==> config.mk <==
export PLATFORM = sky130hd
export DESIGN_NAME = rv32i_mc_ctrlpath_flat
export DESIGN_NICKNAME = d
export VERILOG_FILES = /design/src/rtl/rv32i_pkg.sv /design/src/rtl/rv32i_mc_ctrlpath_if.sv /design/src/rtl/rv32i_branch_cond.sv /design/src/rtl/rv32i_mc_ctrlpath.sv /design/src/flat_wrapper.sv
export SDC_FILE = /design/constraint.sdc
export NUM_CORES = 1
export LEC_CHECK = 0
export ABC_AREA = 1
export CAP_MARGIN = 20
export CORE_ASPECT_RATIO = 1.75
export CORE_MARGIN = 3
export CORE_UTILIZATION = 45
export DETAILED_ROUTE_END_ITERATION = 7
export PLACE_DENSITY = 0.78
export SYNTH_ARGS = -nofsm -noshare
export SYNTH_HDL_FRONTEND = slang
export SYNTH_SLANG_ARGS = --single-unit
==> constraint.sdc <==
create_clock -name clk -period 1.9 [get_ports clk]
set_clock_uncertainty 0.1 [all_clocks]
set_input_delay 0.285 -clock clk [delete_from_list [all_inputs] [get_ports clk]]
set_output_delay 0.285 -clock clk [all_outputs]
set_load 0.01 [all_outputs]
==> src/rtl/rv32i_pkg.sv <==
// Shared definitions for the multi-cycle RV32I control path:
// opcode constants, FSM state encoding and datapath select encodings.
package rv32i_pkg;

  localparam int unsigned OPCODE_W = 7;
  localparam int unsigned FUNCT3_W = 3;

  localparam logic [OPCODE_W-1:0] OP_R      = 7'b0110011;
  localparam logic [OPCODE_W-1:0] OP_I      = 7'b0010011;
  localparam logic [OPCODE_W-1:0] OP_LOAD   = 7'b0000011;
  localparam logic [OPCODE_W-1:0] OP_STORE  = 7'b0100011;
  localparam logic [OPCODE_W-1:0] OP_BRANCH = 7'b1100011;
  localparam logic [OPCODE_W-1:0] OP_JAL    = 7'b1101111;
  localparam logic [OPCODE_W-1:0] OP_JALR   = 7'b1100111;

  typedef enum logic [2:0] {
    S_FETCH  = 3'd0,
    S_DECODE = 3'd1,
    S_EXEC   = 3'd2,
    S_MEM    = 3'd3,
    S_WB     = 3'd4,
    S_TRAP   = 3'd5
  } state_e;

  typedef enum logic [1:0] {
    ALU_ADD    = 2'b00,
    ALU_SUB    = 2'b01,
    ALU_RFUNCT = 2'b10,
    ALU_IFUNCT = 2'b11
  } alu_op_e;

  typedef enum logic [1:0] {
    WB_ALU = 2'b00,
    WB_MEM = 2'b01,
    WB_PC4 = 2'b10
  } wb_sel_e;

  typedef enum logic [1:0] {
    NPC_PLUS4  = 2'b00,
    NPC_BRANCH = 2'b01,
    NPC_JAL    = 2'b10,
    NPC_JALR   = 2'b11
  } next_pc_e;

  // True for the opcodes this control path knows how to sequence.
  function automatic logic opcode_known(input logic [OPCODE_W-1:0] op);
    logic known;
    case (op)
      OP_R, OP_I, OP_LOAD, OP_STORE, OP_BRANCH, OP_JAL, OP_JALR: known = 1'b1;
      default:                                                   known = 1'b0;
    endcase
    return known;
  endfunction

endpackage

==> src/rtl/rv32i_mc_ctrlpath_if.sv <==
// Instruction/data memory handshake bundle for the multi-cycle control path.
//   imem_req / imem_ack                 : instruction fetch request / word valid
//   dmem_req / dmem_ack                 : data access request / access complete
//   data_mem_read_enable / _write_enable: load / store qualifier for dmem_req
// master = control path, slave = memory side.
interface rv32i_mc_ctrlpath_if;

  logic imem_req;
  logic imem_ack;
  logic dmem_req;
  logic dmem_ack;
  logic data_mem_read_enable;
  logic data_mem_write_enable;

  modport master (
    output imem_req,
    output dmem_req,
    output data_mem_read_enable,
    output data_mem_write_enable,
    input  imem_ack,
    input  dmem_ack
  );

  modport slave (
    input  imem_req,
    input  dmem_req,
    input  data_mem_read_enable,
    input  data_mem_write_enable,
    output imem_ack,
    output dmem_ack
  );

endinterface

==> src/rtl/rv32i_branch_cond.sv <==
// Branch condition evaluation from ALU flags.
//   funct3  in : branch type
//   zero/lt/ltu in : ALU flags (equal, signed less, unsigned less)
//   taken   out: branch condition holds
//   illegal out: funct3 is not a supported branch
// Macro RV32I_CTRL_FULL_BRANCH_EN adds BLT/BGE/BLTU/BGEU; otherwise only
// BEQ/BNE are legal.
module rv32i_branch_cond
  import rv32i_pkg::*;
(
  input  logic [FUNCT3_W-1:0] funct3,
  input  logic                zero,
  input  logic                lt,
  input  logic                ltu,
  output logic                taken,
  output logic                illegal
);

  always_comb begin
    taken   = 1'b0;
    illegal = 1'b0;
    case (funct3)
      3'b000: taken = zero;
      3'b001: taken = !zero;
`ifdef RV32I_CTRL_FULL_BRANCH_EN
      3'b100: taken = lt;
      3'b101: taken = !lt;
      3'b110: taken = ltu;
      3'b111: taken = !ltu;
`endif
      default: illegal = 1'b1;
    endcase
  end

`ifndef RV32I_CTRL_FULL_BRANCH_EN
  // Ordering flags are only consumed by the full branch set.
  logic unused_flags;
  assign unused_flags = lt ^ ltu;
`endif

endmodule

==> src/rtl/rv32i_mc_ctrlpath.sv <==
// Multi-cycle RV32I control path: FETCH/DECODE/EXEC/MEM/WB sequencer driving
// the shared datapath (PC, IR, regfile, ALU muxes, memory enables), with
// req/ack memory handshakes, branch resolution and sticky trap flags.
// Ports:
//   clk, rst_n                 clock / async active-low reset
//   bus (master)               imem/dmem req/ack and data read/write enables
//   inst_opcode/funct3/funct7  IR fields (funct7 passes through to the ALU)
//   alu_zero/lt/ltu            ALU flags for branch evaluation
//   *_write_enable, *_select   datapath controls
//   alu_op_type                00 add, 01 sub, 10 R funct, 11 I funct
//   illegal_inst, mem_timeout  sticky trap causes, cleared only by rst_n
// Parameters: MEM_TIMEOUT (0 disables), TO_CNT_W (MEM_TIMEOUT < 2**TO_CNT_W).
// Macro RV32I_CTRL_FULL_BRANCH_EN enables BLT/BGE/BLTU/BGEU.
module rv32i_mc_ctrlpath
  import rv32i_pkg::*;
#(
  parameter int unsigned MEM_TIMEOUT = 16,
  parameter int unsigned TO_CNT_W    = 5
) (
  input  logic                  clk,
  input  logic                  rst_n,
  rv32i_mc_ctrlpath_if.master   bus,
  input  logic [OPCODE_W-1:0]   inst_opcode,
  input  logic [FUNCT3_W-1:0]   inst_funct3,
  input  logic [6:0]            inst_funct7,
  input  logic                  alu_zero,
  input  logic                  alu_lt,
  input  logic                  alu_ltu,
  output logic                  ir_write_enable,
  output logic                  pc_write_enable,
  output logic                  regfile_write_enable,
  output logic                  alu_operand_a_select,
  output logic                  alu_operand_b_select,
  output logic [1:0]            reg_writeback_select,
  output logic [1:0]            alu_op_type,
  output logic [1:0]            next_pc_select,
  output logic                  illegal_inst,
  output logic                  mem_timeout
);

  // Last count value before the timeout fires.
  localparam logic [TO_CNT_W-1:0] TO_LAST = TO_CNT_W'(MEM_TIMEOUT - 1);

  state_e               state, state_next;
  logic                 run;
  logic [TO_CNT_W-1:0]  to_cnt, to_cnt_next;
  logic                 illegal_next, timeout_next;
  logic                 waiting;
  logic [OPCODE_W-1:0]  opcode_q;
  logic [FUNCT3_W-1:0]  funct3_q;
  logic [FUNCT3_W-1:0]  br_funct3;
  logic                 br_taken, br_illegal;
  logic                 imem_req_c, dmem_req_c, rd_en_c, wr_en_c;

  // funct7 is decoded by the ALU, not here.
  logic unused_funct7;
  assign unused_funct7 = ^inst_funct7;

  assign bus.imem_req              = imem_req_c;
  assign bus.dmem_req              = dmem_req_c;
  assign bus.data_mem_read_enable  = rd_en_c;
  assign bus.data_mem_write_enable = wr_en_c;

  // DECODE checks the live funct3; EXEC resolves with the latched copy.
  assign br_funct3 = (state == S_DECODE) ? inst_funct3 : funct3_q;

  rv32i_branch_cond u_branch_cond (
    .funct3  (br_funct3),
    .zero    (alu_zero),
    .lt      (alu_lt),
    .ltu     (alu_ltu),
    .taken   (br_taken),
    .illegal (br_illegal)
  );

  // State, timeout counter and sticky trap flags.
  // run holds all outputs low in the first cycle out of reset.
  always_ff @(posedge clk or negedge rst_n) begin
    if (!rst_n) begin
      state        <= S_FETCH;
      run          <= 1'b0;
      to_cnt       <= '0;
      illegal_inst <= 1'b0;
      mem_timeout  <= 1'b0;
    end else begin
      state        <= state_next;
      run          <= 1'b1;
      to_cnt       <= to_cnt_next;
      illegal_inst <= illegal_next;
      mem_timeout  <= timeout_next;
    end
  end

  // Instruction fields captured in DECODE for use in later states.
  always_ff @(posedge clk or negedge rst_n) begin
    if (!rst_n) begin
      opcode_q <= '0;
      funct3_q <= '0;
    end else if (state == S_DECODE) begin
      opcode_q <= inst_opcode;
      funct3_q <= inst_funct3;
    end
  end

  // Next-state and datapath control decode.
  always_comb begin
    state_next           = state;
    illegal_next         = illegal_inst;
    timeout_next         = mem_timeout;
    to_cnt_next          = '0;
    waiting              = 1'b0;
    imem_req_c           = 1'b0;
    dmem_req_c           = 1'b0;
    rd_en_c              = 1'b0;
    wr_en_c              = 1'b0;
    ir_write_enable      = 1'b0;
    pc_write_enable      = 1'b0;
    regfile_write_enable = 1'b0;
    alu_operand_a_select = 1'b0;
    alu_operand_b_select = 1'b0;
    reg_writeback_select = WB_ALU;
    alu_op_type          = ALU_ADD;
    next_pc_select       = NPC_PLUS4;

    case (state)
      S_FETCH: begin
        if (run) begin
          imem_req_c = 1'b1;
          if (bus.imem_ack) begin
            ir_write_enable = 1'b1;
            state_next      = S_DECODE;
          end else begin
            waiting = 1'b1;
          end
        end
      end

      S_DECODE: begin
        if (!opcode_known(inst_opcode) ||
            ((inst_opcode == OP_BRANCH) && br_illegal)) begin
          state_next   = S_TRAP;
          illegal_next = 1'b1;
        end else begin
          state_next = S_EXEC;
        end
      end

      S_EXEC: begin
        state_next = S_WB;
        case (opcode_q)
          OP_R: alu_op_type = ALU_RFUNCT;
          OP_I: begin
            alu_op_type          = ALU_IFUNCT;
            alu_operand_b_select = 1'b1;
          end
          OP_LOAD, OP_STORE: begin
            alu_operand_b_select = 1'b1;
            state_next           = S_MEM;
          end
          OP_BRANCH: begin
            alu_op_type     = ALU_SUB;
            pc_write_enable = 1'b1;
            next_pc_select  = br_taken ? NPC_BRANCH : NPC_PLUS4;
            state_next      = S_FETCH;
          end
          OP_JAL: begin
            alu_operand_a_select = 1'b1;
            alu_operand_b_select = 1'b1;
          end
          OP_JALR: alu_operand_b_select = 1'b1;
          default: begin
            state_next   = S_TRAP;
            illegal_next = 1'b1;
          end
        endcase
      end

      S_MEM: begin
        dmem_req_c = 1'b1;
        rd_en_c    = (opcode_q == OP_LOAD);
        wr_en_c    = (opcode_q == OP_STORE);
        if (bus.dmem_ack) begin
          if (opcode_q == OP_LOAD) begin
            state_next = S_WB;
          end else begin
            pc_write_enable = 1'b1;
            state_next      = S_FETCH;
          end
        end else begin
          waiting = 1'b1;
        end
      end

      S_WB: begin
        regfile_write_enable = 1'b1;
        pc_write_enable      = 1'b1;
        state_next           = S_FETCH;
        case (opcode_q)
          OP_LOAD: reg_writeback_select = WB_MEM;
          OP_JAL: begin
            reg_writeback_select = WB_PC4;
            next_pc_select       = NPC_JAL;
          end
          OP_JALR: begin
            reg_writeback_select = WB_PC4;
            next_pc_select       = NPC_JALR;
          end
          default: ;
        endcase
      end

      S_TRAP: ;

      default: state_next = S_TRAP;
    endcase

    // Ack-wait timeout: counts unacknowledged FETCH/MEM cycles.
    if (waiting && (MEM_TIMEOUT != 0)) begin
      if (to_cnt == TO_LAST) begin
        state_next   = S_TRAP;
        timeout_next = 1'b1;
      end else begin
        to_cnt_next = to_cnt + TO_CNT_W'(1);
      end
    end
  end

endmodule

==> src/flat_wrapper.sv <==
// flat-port wrapper written by rule: the top's interface ports become plain ports
module rv32i_mc_ctrlpath_flat import rv32i_pkg::*;
#(
  parameter int unsigned MEM_TIMEOUT = 16,
  parameter int unsigned TO_CNT_W    = 5
)
  (clk, rst_n, inst_opcode, inst_funct3, inst_funct7, alu_zero, alu_lt, alu_ltu, ir_write_enable, pc_write_enable, regfile_write_enable, alu_operand_a_select, alu_operand_b_select, reg_writeback_select, alu_op_type, next_pc_select, illegal_inst, mem_timeout, bus_imem_req, bus_dmem_req, bus_data_mem_read_enable, bus_data_mem_write_enable, bus_imem_ack, bus_dmem_ack);
  rv32i_mc_ctrlpath_if bus_i ();
  input  logic clk;
  input  logic rst_n;
  input  logic [OPCODE_W-1:0] inst_opcode;
  input  logic [FUNCT3_W-1:0] inst_funct3;
  input  logic [6:0] inst_funct7;
  input  logic alu_zero;
  input  logic alu_lt;
  input  logic alu_ltu;
  output logic ir_write_enable;
  output logic pc_write_enable;
  output logic regfile_write_enable;
  output logic alu_operand_a_select;
  output logic alu_operand_b_select;
  output logic [1:0] reg_writeback_select;
  output logic [1:0] alu_op_type;
  output logic [1:0] next_pc_select;
  output logic illegal_inst;
  output logic mem_timeout;
  output wire logic [$bits(bus_i.imem_req)-1:0] bus_imem_req;
  output wire logic [$bits(bus_i.dmem_req)-1:0] bus_dmem_req;
  output wire logic [$bits(bus_i.data_mem_read_enable)-1:0] bus_data_mem_read_enable;
  output wire logic [$bits(bus_i.data_mem_write_enable)-1:0] bus_data_mem_write_enable;
  input wire logic [$bits(bus_i.imem_ack)-1:0] bus_imem_ack;
  input wire logic [$bits(bus_i.dmem_ack)-1:0] bus_dmem_ack;
  assign bus_imem_req = bus_i.imem_req;
  assign bus_dmem_req = bus_i.dmem_req;
  assign bus_data_mem_read_enable = bus_i.data_mem_read_enable;
  assign bus_data_mem_write_enable = bus_i.data_mem_write_enable;
  assign bus_i.imem_ack = bus_imem_ack;
  assign bus_i.dmem_ack = bus_dmem_ack;
  rv32i_mc_ctrlpath #(.MEM_TIMEOUT(MEM_TIMEOUT), .TO_CNT_W(TO_CNT_W)) u_core (.clk(clk), .rst_n(rst_n), .bus(bus_i), .inst_opcode(inst_opcode), .inst_funct3(inst_funct3), .inst_funct7(inst_funct7), .alu_zero(alu_zero), .alu_lt(alu_lt), .alu_ltu(alu_ltu), .ir_write_enable(ir_write_enable), .pc_write_enable(pc_write_enable), .regfile_write_enable(regfile_write_enable), .alu_operand_a_select(alu_operand_a_select), .alu_operand_b_select(alu_operand_b_select), .reg_writeback_select(reg_writeback_select), .alu_op_type(alu_op_type), .next_pc_select(next_pc_select), .illegal_inst(illegal_inst), .mem_timeout(mem_timeout));
endmodule
==> metrics.md, run 1 <==
| Metric | Value |
|---|---|
| Die footprint | `3440 um^2` |
| Slowest cell on crit path | `dfrtp_1` |
| Placer congestion estimate | `about 0.9` |
| Die Wd | `45.6 um` |
| CTS buffer count | `3` |
| Gr usage total | `about a quarter` |
| H-tree lvl count | `1` |
| Wirelength per Cell | `15.9 um` |
| Synth Warn # | `0` |
| Routed vias | `1464` |
| Clock Path Buffers | `2` |
| RR Endpoint | `u_core.state[0]` |
| Largest net degree at the start of global routing | `22` |
| CP peak stage delay | `0.40 ns` |
| Die height | `75.4 um` |
| Crit path required time | `roughly 1.5 ns` |
| Sequential area share after synthesis | `42.5%` |
| Post-Syn Area | `1240 um^2` |
| Initial antenna violation count | `0` |
| Max-slew violations | `0` |
| Number of port buffers | `31` |
| Placed insts | `261` |
| Min-Delay Path Class | `primary input to async pin` |
| Setup Crit Path Kind | `register to output port` |
| Syn_nets | `200` |
| DR iter-0 viols | `52` |
| Fin cells | `275` |
| N_diodes | `0` |
| Slack of the worst reg-to-reg path | `0.09 ns` |
| Worst setup EP type | `output port` |
| Final setup viols | `4` |
| Worst-path clk slew | `0.09 ns` |
| Fillcell total | `approximately 180` |
| Core area | `2550 um^2` |
| Synth Register Bits | `21` |
| DP HPWL | `2770 um` |
| Min cycle time layout | `approximately 2.1 ns` |
| GRT Residual Overflow | `0` |
| Fin crit share | `110%` |
| Status | `complete, but fails checks` |
| CTS tree | `yes` |
| RR Startpoint | `u_core.state[0]` |
| Post-synthesis average cell area | `between 7 and 8 um^2` |
| Hold Buf Count CTS | `0` |
| Layout cells sized above 1 | `42.6%` |
| RSZ-0062 raised after global routing | `true` |
| Failing checks | `setup timing` |
| Residual DRC | `0` |
| # IOs | `41` |
| Max-cap violation count | `0` |
| Clock latency on the worst-skew pair | `0.27 ns` |
| Fmax | `0.479 GHz` |
| Rel. slew slack | `a little over three fifths` |
| Initial DRT Pass Iterations | `6` |
| # nets final | `roughly 280` |
| Via density | `approximately 5.3` |
| Final wirelength | `4380 um` |
| Hold_ws | `~0.26 ns` |
| Final hold violations | `0` |
| Synthesis-to-layout area growth | `66.3%` |
| Leak | `0.00106 uW` |
| R2R cell count | `13` |
| Clock sink count | `21` |
| DRT antenna net count | `0` |
| First-pass GRT wire length | `6270 um` |
| Fin util | `between 80% and 90%` |
| Initial Util | `48.5%` |
| Arrival time at the worst endpoint | `1.70 ns` |
| Tightest Pin Transition | `0.556 ns` |
| VDD IR max | `about 0.46 mV` |
| Vias in the first global route | `1478` |
| CTS root buffer | `clkbuf_8` |
| Fin worst setup slack | `-0.188 ns` |
| P per Cell Area | `about 400 nW/um^2` |
| Num rows | `24` |
| Distinct cells, synth | `26` |
| Gate Count Post-Synth | `175` |
| CP Launch Type | `register` |
| CP Cell Sequence | `inv_1 > nand2_1 > nor2_4 > nand2_2 > nor2_2 > a21oi_1 > o21ai_1 > buf_2` |
| CP Max Fanout | `4` |
-- per-layer routing --
metal,vias up,track usage [%],wire length [um]
met1,705,21.8,1330
met2,49,52.1,2730
met3,17,3.55,162
met4,0,8.47,153
li1,693,-,-
met5,-,0,0
-- cell usage in the layout, fill, tap and decap left out, types with 2 or more instances in the layout --
cell type,count
inv_4,2
nor3_1,4
o21ai_1,2
nand3_1,8
nand4_1,2
nor2_1,11
inv_1,20
dfrtp_2,2
clkbuf_8,3
clkdlybuf4s50_1,16
buf_4,33
o21ai_0,7
buf_2,11
nand2_1,41
nand2_2,9
inv_2,10
a21oi_1,6
nor2_4,9
dfrtp_1,19
buf_6,10
nand3_4,3
nand3_2,4
nor2_2,3
-- Yosys cell counts (all sizes together) --
cell type | instances | area share [%]
conb | 1 | 0.30
buf | 1 | 0.61
dfrtp | 21 | 42
a21oi | 7 | 3.7
nor3 | 6 | 3.3
inv | 32 | 9.7
o21ai | 9 | 3.6
or2 | 1 | 0.51
nand3 | 15 | 7.3
nand2 | 51 | 16
nor4 | 1 | 0.51
nand4 | 2 | 1.0
xnor2 | 1 | 0.71
xor2 | 1 | 0.71
nor2b | 1 | 0.51
clkbuf | 1 | 0.30
ha | 1 | 1.0
nor2 | 23 | 8.0
-- sequential cells by signal, indices dropped and copies added (netlist names) --
register	count
u_core.illegal_inst	1
u_core.opcode_q	7
u_core.run	1
u_core.state	3
u_core.to_cnt	5
u_core.funct3_q	3
u_core.mem_timeout	1
-- timing repair --
| action | 4_1_cts | 5_1_grt |
|---|---|---|
| pin swaps | 7 | 18 |
| endpoints found under the hold margin | 0 | 0 |
| gates resized for setup | 73 | 40 |
| buffers inserted | 8 | 3 |
| endpoints found under the setup margin | 15 | 15 |
-- cell families (layout without fill, tap and decap cells) --
family,after synthesis,count (layout),synth area share (%)
AO/OA/AOI/OAI,16,16,7.38
XOR/XNOR,2,2,1.42
adder cells (fa/ha/maj),1,1,1.01
buffers and inverters,34,108,10.6
flip-flops,21,21,42.5
other,1,1,0.303
AND/OR/NAND/NOR,100,100,36.8
-- how the worst max path moves through the flow --
| stage | endpoint | slack (ns) | cells past startpoint | start |
|---|---|---|---|---|
| after floorplan | reg_writeback_select[1] | 0.20 | 6 | u_core.state[1] |
| after global placement | next_pc_select[0] | -0.34 | 8 | inst_funct3[2] |
| after detailed placement | next_pc_select[0] | -0.35 | 8 | inst_funct3[1] |
| after CTS | next_pc_select[0] | -0.18 | 8 | u_core.state[0] |
| after global routing | next_pc_select[0] | -0.27 | 8 | u_core.state[1] |
| final | alu_operand_b_select | -0.19 | 8 | u_core.opcode_q[2] |
-- power breakdown --
part           switching [uW]  total [uW]  leakage (uW)  internal (uW)
registers               0.285         448      0.000228            448
logic                    26.0        57.5      0.000809           31.5
clock network             172         321     0.0000217            149
total                     198         826       0.00106            628
-- worst max-delay path: cells and delay by family, from the launching register on --
kind                   cells  cell delay [ns]
AO/OA/AOI/OAI              2             0.24
AND/OR/NAND/NOR            4             0.55
buffers and inverters      2             0.24
flip-flops                 1             0.40
-- cell type report --
cell class | count | area, um^2 | area share [%]
inverters | 32 | 125 | 6.08
multi-input cells | 120 | 733 | 35.6
repair buffers | 72 | 591 | 28.7
clock inverters | 1 | 7.51 | 0.365
clock buffers | 3 | 41.3 | 2.01
well taps | 26 | 32.5 | 1.58
flip-flops and latches | 21 | 528 | 25.7
-- stage by stage --
step	cell area (um^2)	setup slack, ns	TNS, ns	power (uW)
CTS	1920	-0.182	-0.232	815
global placement	1800	-0.338	-2.10	509
finish	2060	-0.188	-0.397	826
floorplan	1240	0.201	0	465
global route	2060	-0.267	-1.01	851
detailed placement	1800	-0.354	-2.40	512
(Power assumes the default switching activity.)
==> run 2, diff against run 1 <==
CELL_PAD_IN_SITES_DETAIL_PLACEMENT = 0   (was default)
CELL_PAD_IN_SITES_GLOBAL_PLACEMENT = 1   (was default)
CORE_MARGIN = default   (was 3)
CORE_UTILIZATION = 31   (was 45)
PLACE_DENSITY = 0.77   (was 0.78)
==> metrics.md, run 2 (same netlist as run 1, synthesis figures left out) <==
| Metric | Value |
|---|---|
| Largest net degree at the start of global routing | `22` |
| Pwr Total | `811 uW` |
| Initial Util | `32.0%` |
| P per Cell Area | `372 nW/um^2` |
| CP Max Fanout | `5` |
| N_diodes | `0` |
| P_sw | `approximately 180 uW` |
| CTS buffer count | `3` |
| Initial antenna violation count | `0` |
| Slack of the worst reg-to-reg path | `0.06 ns` |
| Final Cell Area | `2180 um^2` |
| Gr usage total | `17.5%` |
| Max-cap violation count | `0` |
| RSZ-0062 raised after global routing | `true` |
| Layout cells sized above 1 | `between 40 and 50%` |
| DP HPWL | `2510 um` |
| Reg with most FFs | `u_core.opcode_q` |
| Leak | `0.00112 uW` |
| Vias in the first global route | `1394` |
| Placer congestion estimate | `0.795` |
| Largest registers | `u_core.opcode_q: 7 flops, u_core.to_cnt: 5 flops` |
| VDD IR max | `0.406 mV` |
| Setup Crit Path Kind | `register to output port` |
| Hold Buf Count CTS | `0` |
| Final setup viols | `4` |
| Die height | `85.6 um` |
| CP Cell Sequence | `buf_6 > nand3_4 > nand2_2 > nand2_2 > nand2_2 > or2_0 > o21ai_1 > buf_2` |
| Clock Path Buffers | `2` |
| Clock sink count | `21` |
| Fin crit share | `105%` |
| Residual DRC | `0` |
| Fin cells | `between 300 and 400` |
| Worst setup EP type | `output port` |
| Worst-path clk slew | `0.08 ns` |
| Die Wd | `~50 um` |
| Cell repeated most along the worst path | `nand2_2` |
| Status | `complete, but fails checks` |
| Max reg flops | `7` |
| Clk pwr share | `38.1%` |
| # nets final | `285` |
| DR iter-0 viols | `14` |
| Min cycle time layout | `2.00 ns` |
| Fin worst setup slack | `-0.102 ns` |
| RR Endpoint | `u_core.state[2]` |
| # IOs | `about 40` |
| H-tree lvl count | `1` |
| Wirelength per Cell | `roughly 11 um` |
| Most common cell after layout, fill and taps aside | `buf_4` |
| Via density | `4.45` |
| Cell-internal power | `~630 uW` |
| Core area | `3870 um^2` |
| First-pass GRT wire length | `5730 um` |
| Die footprint | `about 4300 um^2` |
| Num rows | `30` |
| Max-slew violations | `0` |
| Logic pwr share | `6.7%` |
| Min-Delay Path Class | `primary input to async pin` |
| Sequential power share | `approximately 55%` |
| DRT antenna net count | `0` |
| Fmax | `0.500 GHz` |
| CP peak stage delay | `0.46 ns` |
| GRT Residual Overflow | `0` |
| Sw Ratio | `22.7%` |
| R2R cell count | `13` |
| RR Startpoint | `u_core.state[0]` |
| Final hold violations | `0` |
| Placed Area | `1860 um^2` |
| Routed vias | `1366` |
| CTS root buffer | `clkbuf_8` |
| Clock latency on the worst-skew pair | `0.26 ns` |
| Placed insts | `287` |
| Crit path required time | `1.51 ns` |
| Number of port buffers | `31` |
| CTS tree | `yes` |
| Synthesis-to-layout area growth | `76.1%` |
| Worst Path Buf+Inv | `2` |
| Setup TNS | `-0.174 ns` |
| Arrival time at the worst endpoint | `1.62 ns` |
| Slowest cell on crit path | `dfrtp_2` |
| Failing checks | `setup timing` |
| Initial DRT Pass Iterations | `4` |
| Fin util | `56.4%` |
| CP Launch Type | `register` |
| Final wirelength | `approximately 3400 um` |
| Largest delay contributor family on the critical path | `simple AND/OR/NAND/NOR gates` |
| Commonest cells after routing, fill and taps aside | `42 x buf_4, 39 x nand2_1, 20 x inv_1, 19 x dfrtp_1, 16 x clkdlybuf4s50_1` |
[run 2: routing by layer]
layer  up-vias  routed length [um]  GRT usage (%)
li1        707                   -              -
met2        24                1990           34.6
met5         -                   0              0
met1       631                1310           17.7
met4         0                  59           7.27
met3         4                  64           1.77
[run 2: worst max-delay path by stage]
stage / start / to / cells past startpoint
after floorplan: u_core.state[1] / reg_writeback_select[1] / 6
after global placement: inst_funct3[2] / next_pc_select[0] / 8
after detailed placement: inst_funct3[2] / next_pc_select[0] / 8
after CTS: u_core.state[1] / next_pc_select[0] / 8
after global routing: u_core.state[1] / next_pc_select[0] / 8
final: u_core.state[0] / next_pc_select[0] / 8
[run 2: per-stage QoR]
stage,hold WS (ns),setup WS [ns]
global route,0.292,-0.218
finish,0.263,-0.102
floorplan,-0.111,0.201
detailed placement,0.358,-0.363
CTS,0.275,-0.213
global placement,0.352,-0.374
[run 2: area by class of cell]
class / instances / area [um^2]
Clock buffer: 3 / 41.3
Clock inverter: 1 / 7.51
Fill cell: 374 / 1690
Inverter: 32 / 128
Multi-Input combinational cell: 120 / 736
Sequential cell: 21 / 528
Tap cell: 48 / 60.1
Timing Repair Buffer: 82 / 679
[run 2: power by group through the flow]
stage	combinational (uW)	clock (uW)	sequential, uW
finish	54.4	309	448
global placement	54.5	0	457
detailed placement	55.2	0	457
CTS	55.6	327	448
floorplan	8.60	0	457
global route	61.3	351	448
[run 2: worst register-to-register path, cell delays in order (launching register included)]
cell and delay (ns):
dfrtp_2 0.43, inv_2 0.07, buf_4 0.14, nand2_4 0.08, buf_6 0.10, nor2_4 0.03
buf_4 0.13, buf_4 0.13, a21oi_4 0.16, inv_2 0.07, nand2_2 0.07, nand2_1 0.08
inv_2 0.06, nand3_1 0.07
[run 2: repair_timing]
item	in CTS	in global routing
setup endpoints to repair	15	13
pin swaps	10	13
setup buffers	7	9
resized for setup	71	44
hold endpoints to repair	0	0
cloned	0	0
==> run 3, diff against run 2 <==
ABC_CLOCK_PERIOD_IN_PS = 1900   (was default)
CORE_ASPECT_RATIO = default   (was 1.75)
==> metrics.md, run 3 (same netlist as run 1, synthesis figures left out) <==
| Metric | Value |
|---|---|
| H-tree lvl count | `1` |
| Leak | `0.00104 uW` |
| Setup TNS | `-0.268 ns` |
| Fillcell total | `390` |
| Hold Buf Count CTS | `0` |
| # IOs | `41` |
| Largest registers | `u_core.opcode_q: 7 flops, u_core.to_cnt: 5 flops` |
| Core area | `3740 um^2` |
| Final setup viols | `6` |
| CP peak stage delay | `0.43 ns` |
| Crit path required time | `1.51 ns` |
| Reg with most FFs | `u_core.opcode_q` |
| Met2 usage | `28.1%` |
| Initial DRT Pass Iterations | `4` |
| Arrival time at the worst endpoint | `1.60 ns` |
| DRT antenna net count | `0` |
| Met3 Resource Use GR | `1.56%` |
| Vias in the first global route | `1262` |
| Fmax | `0.505 GHz` |
| Final wirelength | `about 3200 um` |
| Synthesis-to-layout area growth | `62.4%` |
| GRT Residual Overflow | `0` |
| Final Cell Area | `2010 um^2` |
| P per Cell Area | `390 nW/um^2` |
| RR Startpoint | `u_core.state[2]` |
| Met1 usage | `21.2%` |
| Status | `complete, but fails checks` |
| Layout cells sized above 1 | `40.4%` |
| Max-cap violation count | `0` |
| Final hold violations | `0` |
| Most common cell after layout, fill and taps aside | `nand2_1` |
| Clock sink count | `21` |
| Via density | `4.40` |
| Busiest grt layer | `met2` |
| Residual DRC | `0` |
| Slack of the worst reg-to-reg path | `around 0.070 ns` |
| Fin worst setup slack | `-0.0812 ns` |
| Routed vias | `1311` |
| Max reg flops | `7` |
| CTS root buffer | `clkbuf_8` |
| CP Cell Sequence | `buf_6 > nor2_4 > nand3_2 > nand2_2 > nand2_1 > or2_0 > o21ai_1 > buf_2` |
| N_diodes | `0` |
| Fin crit share | `104%` |
| Setup Crit Path Kind | `register to output port` |
| Worst setup EP type | `output port` |
| R2R cell count | `13` |
| Initial antenna violation count | `0` |
| Largest net degree at the start of global routing | `22` |
| Placed Area | `~1900 um^2` |
| Num rows | `22` |
| Min cycle time layout | `between 1.5 and 2 ns` |
| CP Max Fanout | `3` |
| CP Launch Type | `register` |
| DP HPWL | `2430 um` |
| Slowest cell on crit path | `dfrtp_1` |
| RSZ-0062 raised after global routing | `true` |
| CTS tree | `yes` |
| Worst-path clk slew | `0.07 ns` |
| First-pass GRT wire length | `between 5000 and 6000 um` |
| # nets final | `about 280` |
| VDD IR max | `around 0.37 mV` |
| Max-slew violations | `0` |
| DR iter-0 viols | `17` |
| Min-Delay Path Class | `primary input to async pin` |
| Gr usage total | `16.2%` |
| Initial Util | `around a third` |
| Wirelength per Cell | `10.6 um` |
| Die footprint | `between 4000 and 5000 um^2` |
| Worst Setup SP | `u_core.state[1]` |
| Placer congestion estimate | `0.824` |
| RR Endpoint | `u_core.state[2]` |
| Commonest cells after routing, fill and taps aside | `43 x nand2_1, 39 x buf_4, 21 x inv_1, 20 x dfrtp_1, 16 x clkdlybuf4s50_1` |
| Failing checks | `setup timing` |
| Clock latency on the worst-skew pair | `about 0.25 ns` |
| CTS buffer count | `3` |
| Die Wd | `around 65 um` |
| Die height | `about 65 um` |
| Clock Path Buffers | `2` |
| Number of port buffers | `31` |
[run 3: cell count changes in the layout (fill, tap and decap cells not counted), moves of 2 or more]
cell     before  now
inv_4         3    0
nand2_1      39   43
buf_6        11    4
inv_2         9   11
buf_2        10   13
buf_4        42   39
nand2_2      10    7
[run 3: per-layer routing]
metal  share of wire, %  vias up
li1                   -      687
met1                 46      593
met2                 49       29
met3                3.6        2
met4               0.79        0
met5                  0        -
[run 3: stage by stage]
stage               util [%]  std cells  setup WS [ns]  power, uW  hold slack (ns)
global route            53.7        298         -0.227        818            0.304
global placement        49.5        286         -0.294        509            0.350
floorplan                  -        175          0.201        465           -0.111
finish                  53.7        298        -0.0812        784            0.274
detailed placement      49.5        286         -0.305        511            0.349
CTS                     52.6        295        -0.0895        793            0.282
[run 3: critical path: cells and delay by family (launching register included)]
kind,cells,cell delay (ns)
flip-flops,1,0.43
AND/OR/NAND/NOR,5,0.53
AO/OA/AOI/OAI,1,0.11
buffers and inverters,2,0.28
[run 3: power breakdown]
part	internal, uW	switching [uW]
Combinational	31.4	22.7
Clock	149	133
Sequential	448	0.488
[run 3: what timing repair did]
item                       CTS  global route
resized for setup           69            26
pin swaps                    7             6
setup endpoints to repair   15            16
buffers inserted             5             3
[run 3: layout make-up]
class / instances / area [um^2] / area share [%]
timing repair buffer: 73 / 568 / 28.3
clock buffer: 4 / 45.0 / 2.24
inverter: 32 / 120 / 5.98
sequential: 21 / 527 / 26.2
multi-input combinational: 120 / 689 / 34.3
tap: 48 / 60.1 / 2.99
[run 3: worst max-delay path by stage]
stage                                         end  slack (ns)  depth (start not counted)
final                           next_pc_select[0]       -0.08                          8
after global routing         alu_operand_b_select       -0.23                          8
after CTS                       next_pc_select[0]       -0.09                          8
after floorplan           reg_writeback_select[1]        0.20                          6
after global placement          next_pc_select[0]       -0.29                          8
after detailed placement        next_pc_select[0]       -0.31                          8
